`config.mk`:
```
export PLATFORM = sky130hd
export DESIGN_NAME = hazard_ctrl
export DESIGN_NICKNAME = d
export VERILOG_FILES = /design/src/rtl/hazard_ctrl.sv
export SDC_FILE = /design/constraint.sdc
export NUM_CORES = 1
export LEC_CHECK = 0
export BUFFER_PORTS_ARGS = -buffer_cell sky130_fd_sc_hd__buf_2
export CORE_MARGIN = 5
export CORE_UTILIZATION = 52
export CTS_CLUSTER_DIAMETER = 40
export DETAILED_ROUTE_END_ITERATION = 7
export GPL_TIMING_DRIVEN = 1
export PLACE_DENSITY = 0.77
export SETUP_SLACK_MARGIN = 0.5
export SKIP_LAST_GASP = 1
export SYNTH_ARGS = -nofsm -noshare
export SYNTH_HDL_FRONTEND = slang
export SYNTH_SLANG_ARGS = --single-unit
```
`constraint.sdc`:
```
create_clock -name clk -period 2.1 [get_ports clk]
set_input_delay 0 -clock clk [delete_from_list [all_inputs] [get_ports clk]]
set_output_delay 0 -clock clk [all_outputs]
set_load 0.02 [all_outputs]
```
`src/rtl/hazard_ctrl.sv`:
```
`default_nettype none
// ============================================================================
// Module      : hazard_ctrl
// Description : Stall/flush/forward control for a 5-stage RISC-V pipeline,
//               with a memory-wait FSM, timeout flag and perf counters.
// Revision    : 1.0 - initial release
// ============================================================================
module hazard_ctrl #(
  parameter int MEM_TIMEOUT = 255,
  parameter int CNT_W       = 32
) (
  input  logic             clk,
  input  logic             reset,
  input  logic [4:0]       Rs1D,
  input  logic [4:0]       Rs2D,
  input  logic [4:0]       Rs1E,
  input  logic [4:0]       Rs2E,
  input  logic [4:0]       RdE,
  input  logic             LoadE,
  input  logic             PCSrcE,
  input  logic             RegWriteM,
  input  logic             RegWriteW,
  input  logic [4:0]       RdM,
  input  logic [4:0]       RdW,
  input  logic             MemReqM,
  input  logic             MemReadyM,
  output logic             StallF,
  output logic             StallD,
  output logic             StallE,
  output logic             StallM,
  output logic             FlushD,
  output logic             FlushE,
  output logic             FlushW,
  output logic [1:0]       ForwardAE,
  output logic [1:0]       ForwardBE,
  output logic             MemWaitState,
  output logic             MemTimeout,
  output logic [CNT_W-1:0] StallCycles,
  output logic [CNT_W-1:0] FlushCycles
);

  localparam int c_WCNT_W = $clog2(MEM_TIMEOUT + 1);
  localparam logic [c_WCNT_W-1:0] c_TIMEOUT = c_WCNT_W'(MEM_TIMEOUT);
  localparam logic [0:0] c_RUN  = 1'b0;
  localparam logic [0:0] c_WAIT = 1'b1;

  logic [0:0]          r_state;
  logic [0:0]          w_state_next;
  logic [c_WCNT_W-1:0] r_wcnt;
  logic [c_WCNT_W-1:0] w_wcnt_inc;
  logic                r_timeout;
  logic [CNT_W-1:0]    r_stall_cnt;
  logic [CNT_W-1:0]    r_flush_cnt;
  logic                w_mem_busy;
  logic                w_lw_stall;
  logic                w_wait_busy;

  assign w_mem_busy  = MemReqM & ~MemReadyM;
  assign w_lw_stall  = LoadE & (RdE != 5'd0) & ((RdE == Rs1D) | (RdE == Rs2D));
  assign w_wait_busy = (r_state == c_WAIT) & w_mem_busy;
  assign w_wcnt_inc  = r_wcnt + c_WCNT_W'(1);

  always_ff @(posedge clk or posedge reset) begin
    if (reset) r_state <= c_RUN;
    else       r_state <= w_state_next;
  end

  always_comb begin
    w_state_next = r_state;
    case (r_state)
      c_RUN:   if (w_mem_busy) w_state_next = c_WAIT;
      c_WAIT:  if (MemReadyM | ~MemReqM) w_state_next = c_RUN;
      default: w_state_next = c_RUN;
    endcase
  end

  // Memory stall overrides everything; a redirect stays parked in frozen E.
  always_comb begin
    StallF = w_lw_stall;
    StallD = w_lw_stall;
    StallE = 1'b0;
    StallM = 1'b0;
    FlushD = PCSrcE;
    FlushE = w_lw_stall | PCSrcE;
    FlushW = 1'b0;
    if (w_mem_busy) begin
      StallF = 1'b1;
      StallD = 1'b1;
      StallE = 1'b1;
      StallM = 1'b1;
      FlushD = 1'b0;
      FlushE = 1'b0;
      FlushW = 1'b1;
    end

    ForwardAE = 2'b00;
    if (RegWriteM && RdM != 5'd0 && RdM == Rs1E)      ForwardAE = 2'b10;
    else if (RegWriteW && RdW != 5'd0 && RdW == Rs1E) ForwardAE = 2'b01;

    ForwardBE = 2'b00;
    if (RegWriteM && RdM != 5'd0 && RdM == Rs2E)      ForwardBE = 2'b10;
    else if (RegWriteW && RdW != 5'd0 && RdW == Rs2E) ForwardBE = 2'b01;

    MemWaitState = (r_state == c_WAIT);
    MemTimeout   = r_timeout;
    StallCycles  = r_stall_cnt;
    FlushCycles  = r_flush_cnt;
  end

  // Wait counter saturates at the timeout; the flag is sticky until reset.
  always_ff @(posedge clk or posedge reset) begin
    if (reset) begin
      r_wcnt    <= '0;
      r_timeout <= 1'b0;
    end else if (w_wait_busy) begin
      if (r_wcnt != c_TIMEOUT) r_wcnt <= w_wcnt_inc;
      if (w_wcnt_inc == c_TIMEOUT) r_timeout <= 1'b1;
    end else begin
      r_wcnt <= '0;
    end
  end

  always_ff @(posedge clk or posedge reset) begin
    if (reset) begin
      r_stall_cnt <= '0;
      r_flush_cnt <= '0;
    end else begin
      if (StallF && r_stall_cnt != '1) r_stall_cnt <= r_stall_cnt + CNT_W'(1);
      if (FlushD && r_flush_cnt != '1) r_flush_cnt <= r_flush_cnt + CNT_W'(1);
    end
  end

endmodule
`default_nettype wire
```
==> metrics.log <==
[metrics] type of the most critical hold path: in2reg
[metrics] met2 demand-to-capacity share in global routing: 0.376
[metrics] routed wire length per instance: around 19 um
[metrics] proportion of layout cells with a drive suffix above 1: 0.570
[metrics] first drt pass iteration count: 4
[metrics] number of DRC markers after the initial detailed-route iteration: between 200 and 300
[metrics] routability congestion estimate from global placement: about 0.89
[metrics] number of port buffers: 119
[metrics] utilization after layout: 0.815
[metrics] share of total power in the clock network: 0.312
[metrics] CTS buffer count: 9
[metrics] Post-Synth XOR/XNOR Area: 0.200
[metrics] critical path capture point type: flip-flop
[metrics] share of total power in sequential cells: 0.416
[metrics] reported leakage power: ~3.2 nW
[metrics] kind of start point of the critical path: flip-flop
[metrics] Period minus WS final: between 1500 and 2000 ps
[metrics] die outline height: roughly 100 um
[metrics] routing layer with the top usage in global route: met2
[metrics] clock transition at the register clock pins on the worst setup and hold paths after CTS: around 80 ps
[metrics] mean instance size in the synthesized netlist: about 10 sq um
[metrics] simple-gate portion of the synthesized area: 0.251
[metrics] filler instances: between 400 and 500
[metrics] clock latency on the worst-skew pair: ~350 ps
[metrics] count of synthesis-stage warnings from yosys: 0
[metrics] worst ir drop on vdd: about 400 uV
[metrics] global-route wire length before repair: 18700 um
[metrics] Synth Instances: slightly below 400
[metrics] number of antenna violations at the first check in global routing: 0
[metrics] gr usage total: 0.234
[metrics] root buf cell: clkbuf_8
[metrics] period utilisation layout: 0.906
[metrics] top fanout value on the critical path: 15
[metrics] Post-synth ARST share: 1.00
[metrics] multi-input gate area in the final layout: approximately 0.0026 sq mm
[metrics] Synth Net Count: approximately 440
[metrics] Post-route DRC: 0
[metrics] max-cap check violation count: 0
[metrics] global-route met1 utilization: 0.304
[metrics] WS Path Type: reg2reg
[metrics] CP required: around 2400 ps
[metrics] overall via count from detail_route: 4035
[metrics] worst setup skew after layout: 20.2 ps
[metrics] met3 layer usage reported by global route: 0.0836
[metrics] sequential cell area fraction in the yosys report: 0.456
[metrics] die width: around 98 um
[metrics] synthesis-to-layout area growth: 54.1%
[metrics] post-route setup TNS: 0 ps
[metrics] Final Power: slightly above 4 mW
[metrics] max-slew violation total from the final report: 0
[metrics] drt total wl: 13600 um
[metrics] largest net degree at the start of global routing: 49
[metrics] level count of the clock H-tree: 3
[metrics] top-level I/O count: 120
[metrics] number of flops mapped to enable cells by yosys: 0
[metrics] WP data arrival: ~2200 ps
[metrics] Initial Utilization: 0.529
[metrics] Pwr per Cell Area: approximately 640 mW/mm^2
[metrics] vias in the first global route: around 3800
[metrics] fraction of the mapped netlist area in compound gates: 0.0446
[metrics] switching power: about 1.3 mW
[metrics] unrepaired setup endpoints after global routing: yes
[metrics] adder and majority gate portion of the synthesized area: 0.0123
[metrics] core area: about 0.0077 sq mm
[metrics] dominant combinational cell family by area after synthesis: simple AND/OR/NAND/NOR gates
[metrics] cell area after synthesis: between 0.004 and 0.005 sq mm
[metrics] Detailed Place HPWL: approximately 7600 um
[metrics] slew at the pin closest to its max-slew limit: between 600 and 700 ps
[metrics] proportion of power drawn by combinational gates: 0.272
[metrics] number of rows created at floorplan: 32
[metrics] Relative slew margins: 0.573
[metrics] sink count of the clock tree: 74
[metrics] CTS tree: done
[metrics] fmax: between 500 and 600 MHz
[metrics] Top FF cell, synth: dfrtp_1
[metrics] flip-flop and latch count after synthesis: 74
[metrics] antenna cell count: 0
[metrics] area of the die: between 0.009 and 0.01 sq mm
[metrics] number of distinct library cell variants in the gate-level netlist after synthesis: 48
[metrics] grt ovf: 0
[metrics] number of hold-slack violations in the final timing report: 0
[metrics] maximum buffer depth of the clock tree: 2
[metrics] Int Pwr: around 2.8 mW
[metrics] switching power as a share of total power: 0.315
[metrics] average via count per standard cell: around 5.6
[metrics] status: finished clean
[metrics] register area: between 0.0015 and 0.002 sq mm
[metrics] nets: roughly 660
[metrics] multiplexer share of the synthesized area: 0.0188
[metrics] number of routed nets with antenna violations: 0
[metrics] count of final setup violators: 0
[synth_stat cells (2+ instances only)]
cell type	count	area share
a21oi_1	5	0.0062
mux2_2	4	0.011
mux2i_1	2	0.0049
o21ai_0	7	0.0086
xor2_1	56	0.12
nand2_1	35	0.032
and2_1	6	0.0092
dfrtp_1	74	0.46
or4_1	5	0.0092
nor4_1	10	0.015
nor3b_1	4	0.0074
nor3_1	11	0.014
clkbuf_1	2	0.0018
nand4_1	19	0.029
nand3_1	22	0.027
inv_1	6	0.0055
a31oi_1	2	0.0031
nand2b_1	3	0.0046
and3_4	2	0.0055
nand3b_1	2	0.0037
buf_4	4	0.0074
xnor2_1	37	0.080
and4_1	10	0.022
a211oi_1	2	0.0037
and3_1	9	0.014
ha_1	4	0.012
or2_2	2	0.0031
nor2_1	31	0.029
[worst max-delay path, stage by stage (launching register included)]
cell and delay, ps:
dfrtp_2 430, ha_4 170, and4_1 210, nand4_1 140, o32a_4 210, nand2_8 100, nor4_1 380, xor2_1 190
[metrics by stage]
stage / setup WS [ps] / cell area (sq um) / std cells / hold WS (ps)
global route: 163 / 6260 / 718 / 49.5
finish: 197 / 6260 / 718 / 21.1
CTS: 263 / 5640 / 674 / 2.74
detailed placement: 118 / 4940 / 615 / 106
floorplan: 163 / 4220 / 396 / 178
global placement: 156 / 4940 / 615 / 97.1
[layer usage]
metal,share of wire,vias up
li1,-,1827
met2,0.50,206
met3,0.078,31
met5,0,-
met1,0.41,1971
met4,0.019,0
[worst paths after layout]
check | cells past startpoint | slack [ps] | to | from
max | 7 | 200 | StallCycles[19] | StallCycles[0]
min | 3 | 20 | MemWaitState | MemReqM
max reg2reg | 7 | 200 | StallCycles[19] | StallCycles[0]
min reg2reg | 1 | 490 | MemTimeout | MemTimeout
max in group asynchronous | 4 | 1170 | r_wcnt[0] | reset
min in group asynchronous | 3 | 270 | FlushCycles[28] | reset
[cells by family after synthesis]
kind of cell / count (synthesis)
compound gates: 25
xor+xnor: 93
fa+ha+maj: 4
buf+inv: 13
flops: 74
mux: 7
simple gates: 180
[cells in the final DEF (no fill, tap or decap), types with 5 or more instances in the layout]
| cell type | synthesis | routed |
|---|---|---|
| buf_2 | 0 | 119 |
| buf_4 | 4 | 77 |
| xor2_1 | 56 | 55 |
| dfrtp_2 | 0 | 42 |
| xnor2_1 | 37 | 34 |
| dfrtp_1 | 74 | 32 |
| nand2_1 | 35 | 29 |
| nor2_1 | 31 | 21 |
| nand4_1 | 19 | 19 |
| nand3_1 | 22 | 11 |
| buf_6 | 1 | 11 |
| clkbuf_8 | 0 | 10 |
| and4_4 | 1 | 8 |
| and3_1 | 9 | 6 |
| nand3_4 | 0 | 6 |
| nor2_4 | 0 | 6 |
| nor4_1 | 10 | 6 |
| inv_1 | 6 | 5 |
| nand3_2 | 0 | 5 |
| or4_1 | 5 | 5 |
| o21ai_0 | 7 | 5 |
| nor3_4 | 0 | 5 |
| and3_4 | 2 | 5 |
[cell type report]
| type | instances | share of cell area |
|---|---|---|
| Multi-Input combinational cell | 309 | 0.418 |
| Sequential cell | 74 | 0.304 |
| Timing Repair Buffer | 211 | 0.218 |
| Clock buffer | 12 | 0.0232 |
| Clock inverter | 4 | 0.0122 |
| Inverter | 6 | 0.00419 |
| Tap cell | 102 | 0.0204 |
[sequential cells by signal (all words and copies together), names as in the netlist]
register	flops
StallCycles	32
MemWaitState	1
MemTimeout	1
FlushCycles	32
r_wcnt	8
[power groups by stage]
stage | Clock (mW) | Sequential, mW | Combinational (mW)
6_report | 1.26 | 1.68 | 1.09
5_1_grt | 1.35 | 1.69 | 1.17
4_1_cts | 1.26 | 1.66 | 0.985
3_5_place_dp | 0 | 1.76 | 0.729
3_3_place_gp | 0 | 1.75 | 0.709
2_1_floorplan | 0 | 1.87 | 0.315
[what timing repair did]
item	in CTS	in global routing
setup endpoints to repair	55	72
pin swaps	28	48
resized for setup	41	59
hold buffers	1	0
buffers inserted	42	44
endpoints found under the hold margin	26	0
Note: power is estimated with default switching activity, not from simulation.
